**config.mk**
```make
export PLATFORM = sky130hd
export DESIGN_NAME = seq_detector_param_flat
export DESIGN_NICKNAME = d
export VERILOG_FILES = /design/src/rtl/seq_det_pkg.sv /design/src/rtl/seq_detector_param_if.sv /design/src/rtl/seq_detector_param_sat_counter.sv /design/src/rtl/seq_detector_param.sv /design/src/flat_wrapper.sv
export SDC_FILE = /design/constraint.sdc
export NUM_CORES = 1
export LEC_CHECK = 0
export ABC_AREA = 1
export BUFFER_PORTS_ARGS = -buffer_cell sky130_fd_sc_hd__buf_2
export CORE_MARGIN = 3
export CORE_UTILIZATION = 30
export CTS_CLUSTER_DIAMETER = 150
export DETAILED_ROUTE_END_ITERATION = 16
export PLACE_DENSITY = 0.48
export RECOVER_POWER = 25
export SYNTH_ARGS = -nofsm -noshare
export SYNTH_HDL_FRONTEND = slang
export SYNTH_HIERARCHICAL = 1
export SYNTH_SLANG_ARGS = --single-unit
```
**constraint.sdc**
```tcl
create_clock -name clk -period 2.54 [get_ports clk]
set_clock_uncertainty 0.05 [all_clocks]
set_input_delay 0.254 -clock clk [delete_from_list [all_inputs] [get_ports clk]]
set_output_delay 0.254 -clock clk [all_outputs]
set_load 0.02 [all_outputs]
```
**src/rtl/seq_det_pkg.sv**
```systemverilog
// Shared definitions for the parameterised serial sequence detector:
// FSM state encoding and the pattern-length clamp used at configuration time.
package seq_det_pkg;

   // Two-state controller: unconfigured (ignore the stream) and running.
   typedef enum logic {
      ST_UNCFG = 1'b0,
      ST_RUN   = 1'b1
   } state_t;

   // Map a requested pattern length onto the legal range 1..max_len.
   // A length of zero is treated as a single-bit pattern.
   function automatic int unsigned clamp_len(input int unsigned len,
                                             input int unsigned max_len);
      if (len == 0) begin
         return 1;
      end else if (len > max_len) begin
         return max_len;
      end else begin
         return len;
      end
   endfunction

endpackage

```
**src/rtl/seq_detector_param_if.sv**
```systemverilog
// Bundle of configuration, stream and status signals for seq_detector_param.
// The master side drives configuration and serial data; the slave side is
// the detector itself.
interface seq_detector_param_if #(
   parameter int MAX_LEN = 8,
   parameter int LEN_W   = $clog2(MAX_LEN + 1),
   parameter int CNT_W   = 8
);
   logic               cfg_load;
   logic [MAX_LEN-1:0] pattern;
   logic [LEN_W-1:0]   pat_len;
   logic               overlap;
   logic               en;
   logic               w;
   logic               cnt_clr;
   logic               z;
   logic [CNT_W-1:0]   match_cnt;
   logic               cnt_sat;
   logic               cfg_valid;

   modport master (
      output cfg_load, pattern, pat_len, overlap, en, w, cnt_clr,
      input  z, match_cnt, cnt_sat, cfg_valid
   );

   modport slave (
      input  cfg_load, pattern, pat_len, overlap, en, w, cnt_clr,
      output z, match_cnt, cnt_sat, cfg_valid
   );
endinterface

```
**src/rtl/seq_detector_param_sat_counter.sv**
```systemverilog
// Saturating up-counter with a synchronous clear that beats increment.
// Reused outside the detector, so it carries its own width parameter.
module sat_counter #(
   parameter int CNT_W = 8
) (
   input  logic             clk,
   input  logic             reset_n,
   input  logic             inc,
   input  logic             clr,
   output logic [CNT_W-1:0] count,
   output logic             sat
);

   logic [CNT_W-1:0] count_reg;
   logic [CNT_W-1:0] count_next;

   // Next count: clear first, otherwise step up unless already at all-ones.
   always_comb begin
      count_next = count_reg;
      if (clr) begin
         count_next = '0;
      end else if (inc && !(&count_reg)) begin
         count_next = count_reg + CNT_W'(1);
      end
   end

   // Count register, cleared by the asynchronous reset.
   always_ff @(posedge clk or negedge reset_n) begin
      if (!reset_n) begin
         count_reg <= '0;
      end else begin
         count_reg <= count_next;
      end
   end

   assign count = count_reg;
   assign sat   = &count_reg;

endmodule

```
**src/rtl/seq_detector_param.sv**
```systemverilog
// Moore-style serial sequence detector with a run-time programmable pattern
// of 1..MAX_LEN bits, overlap / non-overlap modes, an enable qualifier on the
// stream and a saturating match counter. z is registered: it rises in the
// cycle after the edge that sampled the final pattern bit.
module seq_detector_param
   import seq_det_pkg::*;
#(
   parameter int MAX_LEN = 8,
   parameter int LEN_W   = $clog2(MAX_LEN + 1),
   parameter int CNT_W   = 8
) (
   input logic                 clk,
   input logic                 reset_n,
   seq_detector_param_if.slave bus
);

   state_t             state_reg;
   state_t             state_next;
   logic [MAX_LEN-1:0] hist_reg;
   logic [MAX_LEN-1:0] hist_next;
   logic [LEN_W-1:0]   fill_reg;
   logic [LEN_W-1:0]   fill_next;
   logic [MAX_LEN-1:0] pat_reg;
   logic [MAX_LEN-1:0] pat_next;
   logic [LEN_W-1:0]   len_reg;
   logic [LEN_W-1:0]   len_next;
   logic               ovl_reg;
   logic               ovl_next;
   logic               z_reg;
   logic               z_next;
   logic               cfg_valid_reg;
   logic               cfg_valid_next;

   logic [MAX_LEN-1:0] hist_shift;
   logic [MAX_LEN-1:0] len_mask;
   logic [LEN_W:0]     fill_plus;
   logic [LEN_W-1:0]   len_clamped;
   logic               sample;
   logic               full_enough;
   logic               bits_equal;
   logic               match;

   // History as it would look after shifting in the current bit; the
   // newest bit lands in position 0, matching pattern[0] being last.
   assign hist_shift = {hist_reg[MAX_LEN-2:0], bus.w};

   // Only the low len bits of history and pattern take part in the compare;
   // pattern bits above len-1 are don't-care.
   genvar gi;
   generate
      for (gi = 0; gi < MAX_LEN; gi++) begin : g_len_mask
         assign len_mask[gi] = ({1'b0, len_reg} > (LEN_W + 1)'(gi));
      end
   endgenerate

   assign len_clamped = LEN_W'(clamp_len(32'(bus.pat_len), MAX_LEN));
   assign fill_plus   = {1'b0, fill_reg} + (LEN_W + 1)'(1);

   // A bit is consumed only while running, enabled, and not reconfiguring.
   assign sample      = (state_reg == ST_RUN) && bus.en && !bus.cfg_load;
   assign full_enough = (fill_plus >= {1'b0, len_reg});
   assign bits_equal  = (((hist_shift ^ pat_reg) & len_mask) == '0);
   assign match       = sample && full_enough && bits_equal;

   // Next-state and datapath: config load wins over sampling; an idle or
   // disabled cycle holds history and fill but drops z.
   always_comb begin
      state_next     = state_reg;
      hist_next      = hist_reg;
      fill_next      = fill_reg;
      pat_next       = pat_reg;
      len_next       = len_reg;
      ovl_next       = ovl_reg;
      cfg_valid_next = cfg_valid_reg;
      z_next         = 1'b0;

      case (state_reg)
         ST_UNCFG: begin
            if (bus.cfg_load) begin
               state_next = ST_RUN;
            end
         end
         ST_RUN: begin
            state_next = ST_RUN;
         end
         default: begin
            state_next = ST_UNCFG;
         end
      endcase

      if (bus.cfg_load) begin
         pat_next       = bus.pattern;
         len_next       = len_clamped;
         ovl_next       = bus.overlap;
         hist_next      = '0;
         fill_next      = '0;
         cfg_valid_next = 1'b1;
      end else if (sample) begin
         hist_next = hist_shift;
         if (full_enough) begin
            fill_next = len_reg;
         end else begin
            fill_next = fill_plus[LEN_W-1:0];
         end
         // Non-overlapping mode demands a fresh len bits after each hit.
         if (match && !ovl_reg) begin
            fill_next = '0;
         end
         z_next = match;
      end
   end

   // State, configuration and history registers with asynchronous reset.
   always_ff @(posedge clk or negedge reset_n) begin
      if (!reset_n) begin
         state_reg     <= ST_UNCFG;
         hist_reg      <= '0;
         fill_reg      <= '0;
         pat_reg       <= '0;
         len_reg       <= LEN_W'(1);
         ovl_reg       <= 1'b0;
         z_reg         <= 1'b0;
         cfg_valid_reg <= 1'b0;
      end else begin
         state_reg     <= state_next;
         hist_reg      <= hist_next;
         fill_reg      <= fill_next;
         pat_reg       <= pat_next;
         len_reg       <= len_next;
         ovl_reg       <= ovl_next;
         z_reg         <= z_next;
         cfg_valid_reg <= cfg_valid_next;
      end
   end

   sat_counter #(
      .CNT_W (CNT_W)
   ) u_match_cnt (
      .clk     (clk),
      .reset_n (reset_n),
      .inc     (match),
      .clr     (bus.cnt_clr),
      .count   (bus.match_cnt),
      .sat     (bus.cnt_sat)
   );

   assign bus.z         = z_reg;
   assign bus.cfg_valid = cfg_valid_reg;

endmodule

```
**src/flat_wrapper.sv**
```systemverilog
// flat-port wrapper written by rule: the top's interface ports become plain ports
module seq_detector_param_flat import seq_det_pkg::*;
#(
   parameter int MAX_LEN = 8,
   parameter int LEN_W   = $clog2(MAX_LEN + 1),
   parameter int CNT_W   = 8
)
  (clk, reset_n, bus_cfg_load, bus_pattern, bus_pat_len, bus_overlap, bus_en, bus_w, bus_cnt_clr, bus_z, bus_match_cnt, bus_cnt_sat, bus_cfg_valid);
  seq_detector_param_if #(.MAX_LEN(MAX_LEN), .LEN_W(LEN_W), .CNT_W(CNT_W)) bus_i ();
  input logic clk;
  input logic reset_n;
  input wire logic [$bits(bus_i.cfg_load)-1:0] bus_cfg_load;
  input wire logic [$bits(bus_i.pattern)-1:0] bus_pattern;
  input wire logic [$bits(bus_i.pat_len)-1:0] bus_pat_len;
  input wire logic [$bits(bus_i.overlap)-1:0] bus_overlap;
  input wire logic [$bits(bus_i.en)-1:0] bus_en;
  input wire logic [$bits(bus_i.w)-1:0] bus_w;
  input wire logic [$bits(bus_i.cnt_clr)-1:0] bus_cnt_clr;
  output wire logic [$bits(bus_i.z)-1:0] bus_z;
  output wire logic [$bits(bus_i.match_cnt)-1:0] bus_match_cnt;
  output wire logic [$bits(bus_i.cnt_sat)-1:0] bus_cnt_sat;
  output wire logic [$bits(bus_i.cfg_valid)-1:0] bus_cfg_valid;
  assign bus_i.cfg_load = bus_cfg_load;
  assign bus_i.pattern = bus_pattern;
  assign bus_i.pat_len = bus_pat_len;
  assign bus_i.overlap = bus_overlap;
  assign bus_i.en = bus_en;
  assign bus_i.w = bus_w;
  assign bus_i.cnt_clr = bus_cnt_clr;
  assign bus_z = bus_i.z;
  assign bus_match_cnt = bus_i.match_cnt;
  assign bus_cnt_sat = bus_i.cnt_sat;
  assign bus_cfg_valid = bus_i.cfg_valid;
  seq_detector_param #(.MAX_LEN(MAX_LEN), .LEN_W(LEN_W), .CNT_W(CNT_W)) u_core (.clk(clk), .reset_n(reset_n), .bus(bus_i));
endmodule
```
# [Word-level counts from Yosys, hierarchy flattened]
# Cells that the tools add are included.
[totals] n_memories=0 rom_bits=0 input_bits=19 out_inout_bits=11 wordCells=52 latchBits=0 mem_bits_rw=0 regBits=35
[classes] order_cmp=10 multipliers=0 n_reduce_logical=14 eq_ne=0 n_bitwise=3 n_div=0 add_sub_neg=2 shift=0 n_mux=14
[op_table] cell="4-bit 2-to-1 mux" count=6
[op_table] cell="4-bit by 3-bit > comparator with 1-bit output (second input constant)" count=4
[op_table] cell="8-bit 2-to-1 mux" count=2
[op_table] cell="7-bit 2-to-1 mux" count=2
[op_table] cell="8-bit by 1-bit adder with 8-bit output (second input constant)" count=1
[op_table] cell="8-bit AND" count=1
[op_table] cell="4-bit by 1-bit > comparator with 1-bit output (second input constant)" count=2
[op_table] cell="4-bit by 2-bit > comparator with 1-bit output (second input constant)" count=2
[op_table] cell="8-bit zero test" count=1
[op_table] cell="8-bit AND reduction" count=1
[op_table] cell="8-bit bitwise XOR" count=1
[op_table] cell="1-bit logical AND" count=6
[op_table] cell="4-bit by 1-bit adder with 5-bit output (second input constant)" count=1
[op_table] cell="5-bit by 4-bit greater-or-equal comparator with 1-bit output" count=1
[op_table] cell="4-bit > comparator (second input constant)" count=1
[op_table] cell="4-bit zero test" count=1
[op_table] cell="2-bit nonzero test" count=2
[op_table] cell="1-bit zero test" count=3
[op_table] cell="1-bit 2-to-1 mux" count=3
[op_table] cell="1-bit case mux with 2 select lines" count=1
[op_table] cell="1-bit inverter" count=1

# [Depth between registers and ports, before layout]
[depth] depth_word=8 depth_mapped=14 depth_no_buf=14

# [Cells and area by module]
# Netlist, hierarchy kept.
[by_module_without_submodules] mod="seq_detector_param" area_per_inst_um2=1471.4 cells_per_inst=191 instances=1 seq_area_each_um2=676.9
[by_module_without_submodules] mod="sat_counter" area_per_inst_um2=503.0 cells_per_inst=69 instances=1 seq_area_each_um2=200.2

# [Worst setup path before layout]
# No wires, ideal clock.
[synth_timing] path_kind="register to register" startpoint="reg u_core.fill_reg[0]" endpoint="reg u_core.u_match_cnt.count_reg[4] (netlist: u_core/u_match_cnt/count[4])" path_buffers=0 required_ns=2.375 t_arrival_ns=2.037 synth_period_minus_slack_ns=2.202 setup_time_ns=0.115 path_stages_with_launch=12 setup_slack_ns=0.338 cell_sequence="dfrtp_1 ha_1 xor2_1 ha_1 a21oi_1 nand2_1 a21oi_1 nor2_4 and2_2 a21o_2 nand2_1 nor2_1"
[synth_between] elab_chain_len=6
[synth_lines] element="start: declaration" line_no="seq_detector_param.sv:21" text="logic [LEN_W-1:0] fill_reg;"
[synth_lines] element="start signal: assignment" line_no="seq_detector_param.sv:127" text="fill_reg <= fill_next;"
[synth_lines] element="4-bit by 1-bit adder with 5-bit output" line_no="seq_detector_param.sv:57" text="assign fill_plus = {1'b0, fill_reg} + (LEN_W + 1)'(1);"
[synth_lines] element="5-bit by 4-bit greater-or-equal comparator with 1-bit output" line_no="seq_detector_param.sv:61" text="assign full_enough = (fill_plus >= {1'b0, len_reg});"
[synth_lines] element="1-bit logical AND (2 in series)" line_no="seq_detector_param.sv:63" text="assign match = sample && full_enough && bits_equal;"
[synth_lines] element="net u_core.match" line_no="seq_detector_param.sv:41" text="logic match;"
[synth_lines] element="1-bit logical AND" line_no="seq_detector_param_sat_counter.sv:22" text="end else if (inc && !(&count_reg)) begin"
[synth_lines] element="2-bit nonzero test (no line)"
[synth_lines] element="end signal: assignment" line_no="seq_detector_param_sat_counter.sv:32" text="count_reg <= count_next;"
[synth_lines] element="end: declaration" line_no="seq_detector_param_sat_counter.sv:14" text="logic [CNT_W-1:0] count_reg;"
# The timed path passes the listed nets, and every way through them passes these cells.
# A chain may end at the register's enable or synchronous reset.

# [Worst setup path after layout]
[layout_timing] startpoint="reg u_core.fill_reg[0]" endpoint="reg u_core.u_match_cnt.count_reg[2] (netlist: u_core/u_match_cnt/count[2])"
# Same word-level chain as after synthesis.

==> run_results.csv <==
group,metric,value,unit
floorplan,dieWidth,87.13,um
timing,final_hold_viol_count,0,
final_layout,drive_gt1_frac,0.2068,
final_layout,n_fill_cell,648,
floorplan,die_h,87.13,um
floorplan,num_rows,28,
power,p_leak,1.218,nW
synth,yosys_warnings,6,
timing,final.setup.worst_slack,0.2406,ns
synth,synth_fp_nets,285,
final_layout,antenna_cells,0,
setup_path,crit_path_start_kind,"flip-flop",
final_layout,nNetsFinal,319,
hold_path,hold_path.startpoint,"bus_pattern[0]",
setup_path,r2r_slack,0.24,ns
setup_path,arrival,2.42,ns
synth,ys_ff_latch,35,
timing,hold_ws,0.1291,ns
setup_path,cp-end-kind,"flip-flop",
routing,first_iter_violations,44,
setup_path,critPathKind,"flip-flop to flip-flop",
clocking,cts_made_buffers,5,
placed_design,port_buffers,29,
routing,dr.pass1.iters,4,
grt,grt_util_all_layers,0.1246,
floorplan,start_util,0.3220,
routing,wl_per_cell,11.70,um
clocking,cts-root-buf,"clkbuf_8",
grt,grt_start_max_net_pins,36,
placed_design,dp_hpwl,3195,um
hold_path,min_path_cells,3,
clocking,htreeDepth,2,
power,p_per_area,616.9,nW/um2
timing,drv_slew,36,
floorplan,boundaryPins,30,
hold_path,worstHoldPathType,"input port to flip-flop",
final_layout,final_cell_mix,"nand2_1 (87), inv_1 (36), dfrtp_1 (34)",
clocking,path_clk_slew,0.07,ns
final_layout,utilization,0.3749,
setup_path,r2r-start,"u_core/fill_reg[0]$_DFFE_PN0P_",
final_layout,layout_commonest_cell,"nand2_1",
routing,drt_wl_total,4330,um
synth,syn-mean-instance-area,7.594,um2
grt,grt_pass1_wl,7507,um
synth,synth_cell_types,27,
hold_path,holdPathEnd,"u_core/pat_reg[0]$_DFFE_PN0P_",
setup_path,worst-r2r-cell-count,12,
power,ir_drop,0.0002148,V
placed_design,gp_congestion,0.7498,
clocking,clk_latency,0.28,ns
timing,rsz0062_at_grt,"no",
clocking,clock_sinks,35,
synth,yosys.area.top_type,"dfrtp_1",
final_layout,syn_to_final_growth,16.41,%
timing,max-slew-margin-rel,-0.3017,
routing,route.antenna.remaining_nets,0,
synth,synthCells,260,
floorplan,dieArea,7591,um2
clocking,clock_path_buffers,2,
routing,viasPerCell,4.497,
floorplan,coreArea,6131,um2
synth,syn_area,1974,um2
placed_design,dp_slack,0.1524,ns
timing,worst_slew_pin_slew,1.953,ns
grt,grt_pass1_vias,1626,
timing,period_needed,2.299,ns
status,status,"finished, violations left",
status,violations,"capacitance limit, slew limit",
routing,drc,0,
job,cap_violations,1,
timing,tns,0,ns
timing,finalSetupViolCount,0,
timing,fin_crit_sh,0.9053,
grt,grt.overflow.total,0,
synth,netlist.area_leader.share,0.4309,
setup_path,r2r_end,"u_core/u_match_cnt/count[2]$_DFFE_PN0P_",
setup_path,cp_max_fo,9,
setup_path,critical_path_required,2.66,ns
synth,synthTopCellsByArea,"dfrtp_1 (43%), nand2_1 (17%), inv_1 (6.8%)",
clocking,cts_tree,"built",
routing,vias,1664,
timing,fmax,0.4349,GHz
synth,ys.flop_type,"dfrtp_1",
grt,antenna_found_initial,0,
synth,ys_async_sr_fraction,1.000,
synth,synth-edff-count,0,
synth,yosysSeqAreaShare,0.4442,
-- logic make-up (layout without fill, tap and decap cells) --
kind of cell,after synthesis,in the layout,synth area share
and+or+nand+nor,147,147,0.3454
DFF,35,35,0.4442
adders and majority gates,6,6,0.03802
buffers and inverters,43,78,0.08175
AOI/OAI and AO/OA,25,25,0.07288
xor gates and xnor gates,4,4,0.01775
-- synth_stat cells (2+ instances only) --
cell type  number
a21oi_1         4
and2_2          2
clkbuf_1        2
dfrtp_1        34
ha_1            6
inv_1          36
inv_2           4
nand2_1        87
nand2_2         2
nand3_1        19
nand3_2         4
nor2_1         20
nor2_2          3
nor2_4          4
o21ai_0         9
o22ai_1        10
or2_2           2
xor2_1          3
-- worst max path at each step --
stage	start	endpoint	slack, ns	cells past startpoint
3_3_place_gp	u_core/fill_reg[0]$_DFFE_PN0P_	u_core/u_match_cnt/count[2]$_DFFE_PN0P_	0.27	12
5_1_grt	u_core/fill_reg[0]$_DFFE_PN0P_	u_core/u_match_cnt/count[2]$_DFFE_PN0P_	0.03	12
2_1_floorplan	u_core/fill_reg[0]$_DFFE_PN0P_	u_core/u_match_cnt/count[4]$_DFFE_PN0P_	0.34	11
3_5_place_dp	u_core/fill_reg[0]$_DFFE_PN0P_	u_core/u_match_cnt/count[2]$_DFFE_PN0P_	0.15	12
6_report	u_core/fill_reg[0]$_DFFE_PN0P_	u_core/u_match_cnt/count[2]$_DFFE_PN0P_	0.24	12
4_1_cts	u_core/fill_reg[0]$_DFFE_PN0P_	u_core/u_match_cnt/count[2]$_DFFE_PN0P_	0.13	12
-- repair_timing --
item / 4_1_cts / 5_1_grt
setup buffers: 0 / 0
setup endpoints to repair: 0 / 8
hold buffers: 0 / 0
resized for setup: 0 / 3
-- worst max-delay path: stages, from the launching register on --
cell and delay, ns:
dfrtp_1 0.43, ha_2 0.23, xor2_2 0.19, ha_1 0.30
a21oi_1 0.15, nand2_1 0.09, a21oi_2 0.19, nor2_4 0.06
and2_2 0.20, nand2_4 0.13, inv_2 0.06, nand3_1 0.06
nand2_1 0.06
-- where the power goes --
group	internal (W)	switching [W]	total (W)	leakage, nW
registers	0.000602	0.0000428	0.000645	0.451
logic	0.000143	0.000242	0.000385	0.725
clock network	0.000192	0.000195	0.000388	0.0422
total	0.000938	0.000480	0.00142	1.22
-- final cells by class --
type | instances | area [um2] | area share
multi-input combinational | 182 | 949.7 | 0.4132
sequential | 35 | 877.1 | 0.3816
inverter | 41 | 153.9 | 0.06696
timing repair buffer | 29 | 142.6 | 0.06206
tap | 75 | 93.84 | 0.04083
clock buffer | 7 | 76.32 | 0.03321
clock inverter | 1 | 5.005 | 0.002177
-- stage by stage --
stage	instance area (um2)	cells	total power [W]
final	2298	370	0.001418
after global routing	2298	370	0.001542
after CTS	2287	370	0.001427
after detailed placement	2206	362	0.001025
after global placement	2206	362	0.001023
after floorplan	1974	260	0.0009304
-- routing by layer --
layer	vias to the layer above	share of wire	GRT usage
met5	-	0	0
met4	0	0.011	0.03347
met3	5	0.045	0.02838
met2	35	0.45	0.1974
met1	749	0.49	0.1713
li1	875	-	-
(Power assumes the default switching activity.)
